## config.mk

```make
export PLATFORM = sky130hd
export DESIGN_NAME = gp_txn_ctrl
export DESIGN_NICKNAME = d
export VERILOG_FILES = /design/src/rtl/gp_txn_ctrl.sv
export SDC_FILE = /design/constraint.sdc
export NUM_CORES = 1
export LEC_CHECK = 0
export CAP_MARGIN = 10
export CORE_AREA = 2 2 39 41
export DETAILED_ROUTE_END_ITERATION = 12
export DIE_AREA = 0 0 41 43
export PLACE_DENSITY = 0.57
export SLEW_MARGIN = 20
export SYNTH_ARGS = -nofsm -noshare
export SYNTH_HDL_FRONTEND = slang
export SYNTH_SLANG_ARGS = --single-unit
```

## constraint.sdc

```tcl
create_clock -name clk -period 1.54 [get_ports clk]
set_clock_uncertainty 0.15 [all_clocks]
set_input_delay 0.231 -clock clk [delete_from_list [all_inputs] [get_ports clk]]
set_output_delay 0.231 -clock clk [all_outputs]
set_load 0.005 [all_outputs]
```

## src/rtl/gp_txn_ctrl.sv

```systemverilog
// Transaction controller: IDLE -> GET1 -> GET2 -> WAIT, counting consumer puts; optional watchdog via GP_TXN_CTRL_WATCHDOG_EN.
// Latency: get rises the cycle after go is accepted; done/aborted/timeout pulse the cycle after the deciding input.
// Backpressure: none; put is a one-cycle handshake counted in GET2/WAIT, stop aborts from any active state.
module gp_txn_ctrl #(
   parameter int unsigned NPUT     = 2,
   parameter int unsigned MAX_WAIT = 31
) (
   input  logic       clk,
   input  logic       rst_n,
   input  logic       go,
   input  logic       stop,
   input  logic       put,
   output logic       get,
   output logic       busy,
   output logic       done,
   output logic       aborted,
   output logic       timeout,
   output logic [3:0] put_cnt
);

   typedef enum logic [1:0] {
      ST_IDLE = 2'd0,
      ST_GET1 = 2'd1,
      ST_GET2 = 2'd2,
      ST_WAIT = 2'd3
   } state_t;

   localparam logic [3:0] NPUT_W  = 4'(NPUT);
   localparam logic [3:0] NPUT_M1 = 4'(NPUT - 1);

   state_t     state_q, state_d;
   logic       get_q, get_d;
   logic       done_q, done_d;
   logic       aborted_q, aborted_d;
   logic [3:0] put_cnt_q, put_cnt_d;

`ifdef GP_TXN_CTRL_WATCHDOG_EN
   logic [7:0] wd_q, wd_d;
   logic       timeout_q, timeout_d;
   logic       wd_exp;

   // wd_q is 0 on the first GET2 cycle, so MAX_WAIT-1 marks the last allowed cycle
   assign wd_exp = (wd_q == 8'(MAX_WAIT - 1));
`endif

   always_comb begin
      state_d   = state_q;
      done_d    = 1'b0;
      aborted_d = 1'b0;
      put_cnt_d = put_cnt_q;
`ifdef GP_TXN_CTRL_WATCHDOG_EN
      wd_d      = wd_q;
      timeout_d = 1'b0;
`endif
      case (state_q)
         ST_IDLE: begin
            if (go && !stop) begin
               state_d   = ST_GET1;
               put_cnt_d = 4'd0;
`ifdef GP_TXN_CTRL_WATCHDOG_EN
               wd_d      = 8'd0;
`endif
            end
         end
         ST_GET1: begin
            if (stop) begin
               state_d   = ST_IDLE;
               aborted_d = 1'b1;
            end else begin
               state_d = ST_GET2;
            end
         end
         ST_GET2, ST_WAIT: begin
            if (put && (put_cnt_q < NPUT_W)) begin
               put_cnt_d = put_cnt_q + 4'd1;
            end
`ifdef GP_TXN_CTRL_WATCHDOG_EN
            wd_d = wd_q + 8'd1;
`endif
            // Priority: stop, then completion, then watchdog expiry
            if (stop) begin
               state_d   = ST_IDLE;
               aborted_d = 1'b1;
            end else if (put && (put_cnt_q == NPUT_M1)) begin
               state_d = ST_IDLE;
               done_d  = 1'b1;
            end
`ifdef GP_TXN_CTRL_WATCHDOG_EN
            else if (wd_exp) begin
               state_d   = ST_IDLE;
               timeout_d = 1'b1;
            end
`endif
            else begin
               state_d = ST_WAIT;
            end
         end
         default: begin
            state_d = ST_IDLE;
         end
      endcase
      get_d = (state_d == ST_GET1) || (state_d == ST_GET2);
   end

   always_ff @(posedge clk or negedge rst_n) begin
      if (!rst_n) begin
         state_q   <= ST_IDLE;
         get_q     <= 1'b0;
         done_q    <= 1'b0;
         aborted_q <= 1'b0;
         put_cnt_q <= 4'd0;
      end else begin
         state_q   <= state_d;
         get_q     <= get_d;
         done_q    <= done_d;
         aborted_q <= aborted_d;
         put_cnt_q <= put_cnt_d;
      end
   end

`ifdef GP_TXN_CTRL_WATCHDOG_EN
   always_ff @(posedge clk or negedge rst_n) begin
      if (!rst_n) begin
         wd_q      <= 8'd0;
         timeout_q <= 1'b0;
      end else begin
         wd_q      <= wd_d;
         timeout_q <= timeout_d;
      end
   end

   assign timeout = timeout_q;
`else
   assign timeout = 1'b0;
`endif

   assign get     = get_q;
   assign busy    = (state_q != ST_IDLE);
   assign done    = done_q;
   assign aborted = aborted_q;
   assign put_cnt = put_cnt_q;

endmodule

```

==> out/metrics.cfg, run 1 <==
[run_status]
status = finished clean

[power]
vdd_drop_max_mv = 0.5987
p_leak_uw = 0.0003178
p_per_area_nw_per_um2 = 1244

[route]
drcViolationCount = 0
antenna_left = 0
vias_per_cell = 4.307
routed_wl_um = 768
drt_iter0_markers = 3
vias = 323
first_pass_iters = 4
wl_per_cell_um = 10.24

[synth]
synth_area_um2 = 394.1
synth_warnings = 0
syn_nets = 43
yosysSeqAreaShare = 0.5714
syn_area_per_cell_um2 = 10.95
synthCells = 36
ys_seq_elements = 9
synth.distinct_cells = 18

[timing]
finalSetupViolCount = 0
slew_viol_final = 0
fin_tns_setup_ns = 0
fin_crit_ns = 1.518
fin_crit_sh = 0.9855
hold_viol = 0
whs_ns = 0.1166
fmax_ghz = 0.6589
rsz0062_at_grt = false

[global_route]
track_usage = 0.1063
grt_pass1_wl_mm = 1.207
antenna_found_initial = 0
grt_pass1_vias = 291
grt_overflow = 0
grt_max_degree = 10

[cts]
cts.sinks = 9
clockBufferDepth = 2
cts_tree = done
cts_buffers = 3
cts_root_buf = clkbuf_4
cts_max_level = 1
insertion_delay_ns = 0.26
cts.reportedPaths.clkPinSlew_ns = 0.06

[setup_path]
path_class = reg -> out
cp_num_buf_inv = 1
worstPathRequired_ns = 1.16
endpoint_kind = output port
crit_path_start_kind = register
reg2reg_depth = 4
cp_top_family = buffers and inverters
cpPeakStageDelay_ns = 0.51
cp_slowest_cell = clkdlybuf4s50_1
r2r-end = put_cnt[1]
reg2reg_from = state_q[0]
cp_max_fo = 2
cp_cell_sequence = clkdlybuf4s50_1
rrSetupSlack_ns = 0.03
cp_data_arrival_time_ns = 1.14

[final_layout]
area_growth_pct = 58.10
fin_nets = 67
drive_above_1_share = 0.2881
fin_area_um2 = 623.1
num_antenna_cells = 0

[place]
dp_hpwl_um = 507.8
portBuffers = 12
place_area_um2 = 541.8
gp_congestion = 0.7178

[floorplan]
die_w_um = 41
die-height_um = 43
dieArea_um2 = 1763
pin_count = 14
start_util = 0.2848
fp.coreArea_um2 = 1384
rows = 14

[job]
maxCapViolations = 0

[worst_hold_path]
min_path_type = in -> async

[flip-flops by register name, indices dropped and copies added (netlist names)]
signal	count
aborted	1
done	1
get	1
put_cnt	4
state_q	2
[repair_timing]
item | 4_1_cts | 5_1_grt
cloned | 0 | 0
pin swaps | 1 | 2
setup endpoints to repair | 3 | 5
setup buffers | 5 | 1
resized for setup | 2 | 3
hold buffers | 0 | 0
[synth_stat cells]
library cell / instances / area share
mux2i_1: 1 / 0.025
or4b_4: 1 / 0.035
nor3_1: 1 / 0.013
buf_4: 1 / 0.019
a211oi_1: 1 / 0.019
ha_1: 2 / 0.063
nand2_1: 4 / 0.038
inv_1: 3 / 0.029
and2_1: 1 / 0.016
dfrtp_1: 9 / 0.57
or2b_2: 1 / 0.022
nor3b_1: 1 / 0.019
o21ai_0: 3 / 0.038
nor2_1: 3 / 0.029
and2_4: 1 / 0.022
nand3_1: 1 / 0.013
and2_2: 1 / 0.019
conb_1: 1 / 0.0095
[cell type report]
cell class,count,area (µm²)
Timing Repair Buffer,20,185.2
Fill cell,136,760.7
Tap cell,16,20.02
Multi-Input combinational cell,23,155.1
Clock buffer,4,26.28
Inverter,3,11.26
Sequential cell,9,225.2
[cells by family after synthesis]
kind of cell | Yosys count | synth area share
other | 1 | 0.009515
DFF | 9 | 0.5714
AOI/OAI and AO/OA | 4 | 0.05714
adders and majority gates | 2 | 0.06348
muxes | 1 | 0.02540
buffers and inverters | 4 | 0.04762
and+or+nand+nor | 15 | 0.2254
[routing by layer]
metal	vias to the layer above	global-route usage	share of wire
met4	0	0.1000	0.035
met1	147	0.1386	0.46
met3	4	0.03141	0.072
li1	160	-	-
met5	-	0	0
met2	12	0.1313	0.43
[placed cells by master, fill, tap and decap left out, types with 2 or more instances in the layout]
cell type,Yosys,layout
buf_4,1,7
clkbuf_4,0,3
clkdlybuf4s50_1,0,10
dfrtp_1,9,9
ha_1,2,2
inv_1,3,3
nand2_1,4,3
nor2_1,3,2
o21ai_0,3,3
[power by group]
group	total (µW)	internal [µW]	switching [µW]	leakage, µW
registers	305	279	26.0	0.000120
logic	289	175	114	0.000182
clock network	181	99.8	80.9	0.0000150
[metrics by stage]
| step | worst slack [ns] | power [µW] | utilization | std cells |
|---|---|---|---|---|
| 3_5_place_dp | -0.1434 | 534.8 | 0.3915 | 65 |
| 5_1_grt | 0.0001456 | 830.8 | 0.4503 | 75 |
| 6_report | 0.02240 | 775.3 | 0.4503 | 75 |
| 2_1_floorplan | 0.1738 | 409.9 | - | 36 |
| 4_1_cts | 0.01566 | 775.0 | 0.4385 | 74 |
| 3_3_place_gp | -0.1306 | 534.4 | 0.3915 | 65 |
[worst max path at each step]
stage               startpoint          to  slack (ns)  cells past startpoint
global route        put_cnt[3]  put_cnt[3]      0.0001                      1
CTS                 state_q[1]  put_cnt[3]        0.02                      3
finish              put_cnt[0]  put_cnt[0]        0.02                      1
global placement          stop  put_cnt[0]       -0.13                      4
floorplan           state_q[1]  put_cnt[3]        0.17                      2
detailed placement        stop  put_cnt[3]       -0.14                      3
[worst register-to-register path: stages, from the launching register on]
cell     delay (ns)
dfrtp_1        0.38
buf_4          0.14
or4b_4         0.55
nand2_1        0.09
o21ai_0        0.08
(Power assumes the default switching activity.)
==> inputs of run 2 (changes only) <==
--- a/config.mk
+++ b/config.mk
@@ -9,7 +9,7 @@
 export CORE_AREA = 2 2 39 41
 export DETAILED_ROUTE_END_ITERATION = 12
 export DIE_AREA = 0 0 41 43
-export PLACE_DENSITY = 0.57
+export PLACE_DENSITY = 0.59
 export SLEW_MARGIN = 20
 export SYNTH_ARGS = -nofsm -noshare
 export SYNTH_HDL_FRONTEND = slang
==> constraint.sdc (replaced) <==
create_clock -name clk -period 1.2 [get_ports clk]
set_clock_uncertainty 0.15 [all_clocks]
set_input_delay 0.18 -clock clk [delete_from_list [all_inputs] [get_ports clk]]
set_output_delay 0.18 -clock clk [all_outputs]
set_load 0.005 [all_outputs]
==> run 2 against run 1 <==
The flow now finishes with violations (setup timing). Hold slack lost 0.051 ns. First-iteration DRC count is 100% lower. Sequential power is 30% higher. Count of clock-buffer cells in the layout unchanged. Total power up 67%. Die area stayed put. Global-route usage is 4.2 points higher. Non-clock buffer count increased by 13. Worst setup slack got worse by 0.29 ns. Cell count rose by 17%. Highest routed layer is now met3.
==> out/metrics.cfg, run 2 (synthesis gave the netlist of run 1 again) <==
[cts]
insertion_delay_ns = 0.26  ; about the same
clockBufferDepth = 2  ; unchanged
cts.reportedPaths.clkPinSlew_ns = 0.06  ; about the same
hold_buffers = 0  ; unchanged
cts_tree = done
cts_buffers = 3  ; unchanged
cts_max_level = 1  ; unchanged
cts_root_buf = clkbuf_4
cts.sinks = 9  ; unchanged

[final_layout]
largest_reg_flops = 4  ; unchanged
layout_commonest_cell = buf_4
fin_nets = 80  ; +19%
nFillCells = 134  ; -1.5%
drive_above_1_share = 0.5694  ; +0.2813
final_cell_mix = buf_4, buf_6, dfrtp_1
fin_area_um2 = 763.2  ; +22%
area_growth_pct = 93.65
num_antenna_cells = 0  ; unchanged

[global_route]
grt_max_degree = 10  ; unchanged
antenna_found_initial = 0  ; unchanged
grt_pass1_wl_mm = 1.662  ; +38%
track_usage = 0.1481  ; +0.04180
grt_overflow = 0  ; unchanged
grt_pass1_vias = 356  ; +22%

[route]
wl_per_cell_um = 11.67  ; +14%
antenna_left = 0  ; unchanged
vias = 375  ; +16%
drcViolationCount = 0  ; unchanged
routed_wl_mm = 1.027  ; +34%
first_pass_iters = 1  ; -3
drt_iter0_markers = 0  ; -3
vias_per_cell = 4.261  ; -1.1%

[timing]
fin_crit_ns = 1.464
finalSetupViolCount = 9  ; +9
hold_viol = 0  ; unchanged
slew_viol_final = 0  ; unchanged
setup_ws_ns = -0.2639  ; -0.2863 ns
fmax_ghz = 0.6831
rsz0062_at_grt = true
fin_crit_sh = 1.220

[setup_path]
crit_path_start_kind = register
cp_max_fo = 5  ; +3
path_class = reg -> reg
reg2reg_depth = 3  ; -1
rrSetupSlack_ns = -0.26  ; -0.29 ns
cp_data_arrival_time_ns = 1.47  ; +0.33 ns
reg2reg_from = state_q[0]
startpoint = state_q[0]
r2r-end = put_cnt[3]
worstPathRequired_ns = 1.21  ; +0.05 ns
endpoint_kind = register

[job]
maxCapViolations = 0  ; unchanged

[worst_hold_path]
min_path_type = in -> async

[place]
dp_hpwl_um = 555.6  ; +9.4%
portBuffers = 12  ; unchanged
preCtsSetupSlack_ns = -0.4338  ; -0.2904 ns
place_area_um2 = 586.8  ; +8.3%
gp_congestion = 0.7531  ; +4.9%

[floorplan]
rows = 14  ; unchanged
fp.coreArea_um2 = 1384  ; unchanged
start_util = 0.2848  ; unchanged
die-height_um = 43  ; unchanged
die_w_um = 41  ; unchanged
pin_count = 14  ; unchanged
dieArea_um2 = 1763  ; unchanged

[power]
vdd_drop_max_mv = 0.9498  ; +59%
p_leak_uw = 0.0003918  ; +23%
p_per_area_nw_per_um2 = 1694  ; +36%

[run_status]
status = finished, violations left
violations = setup timing

## run 2: cell count changes in the layout (fill, tap and decap cells not counted), moves of 2 or more
cell             before  now
clkdlybuf4s15_1       0    2
buf_6                 1   10
clkbuf_2              0    4
o21ai_1               0    2
buf_4                 7   13
o21ai_0               3    1
clkdlybuf4s50_1      10    4
## run 2: cell type report
type / count / area [µm²] / share of cell area
Clock buffer: 4 / 26.28 / 0.03443
Inverter: 3 / 13.76 / 0.01803
Multi-Input combinational cell: 23 / 187.7 / 0.2459
Sequential cell: 9 / 225.2 / 0.2951
Tap cell: 16 / 20.02 / 0.02623
Timing Repair Buffer: 33 / 290.3 / 0.3803
## run 2: timing repair
| item | in CTS | in global routing |
|---|---|---|
| hold endpoints to repair | 0 | 0 |
| setup endpoints to repair | 14 | 13 |
| buffers inserted | 9 | 4 |
| resized for setup | 32 | 13 |
| pin swaps | 9 | 3 |
## run 2: per-stage QoR
step | total power (µW) | util | setup TNS [ns] | hold slack (ns) | instances
2_1_floorplan | 526.1 | - | -0.6493 | -0.2656 | 36
3_3_place_gp | 761.0 | 0.4241 | -2.648 | 0.3310 | 71
3_5_place_dp | 763.8 | 0.4241 | -2.711 | 0.3342 | 71
4_1_cts | 1197 | 0.5217 | -1.613 | 0.07219 | 84
5_1_grt | 1384 | 0.5515 | -1.903 | 0.09105 | 88
6_report | 1293 | 0.5515 | -1.597 | 0.06608 | 88
## run 2: layer usage
metal  vias to the layer above  share of wire  GRT usage
met3                         0          0.066    0.09424
li1                        185              -          -
met1                       176           0.45     0.1960
met2                        14           0.48     0.2063
met4                         0              0    0.02000
met5                         -              0          0
## run 2: power breakdown
group / switching [µW] / internal (µW)
Clock: 111 / 128
Combinational: 243 / 414
Sequential: 38.9 / 358
Total: 392 / 900
## run 2: worst max-delay path, stage by stage, from the launching register on
cell and delay [ns]:
dfrtp_1 0.39, buf_6 0.12, or4b_4 0.55, and2_4 0.16
## run 2: how the worst max path moves through the flow
stage / endpoint
after floorplan: put_cnt[3]
after global placement: put_cnt[3]
after detailed placement: put_cnt[1]
after CTS: put_cnt[3]
after global routing: put_cnt[0]
final: put_cnt[3]
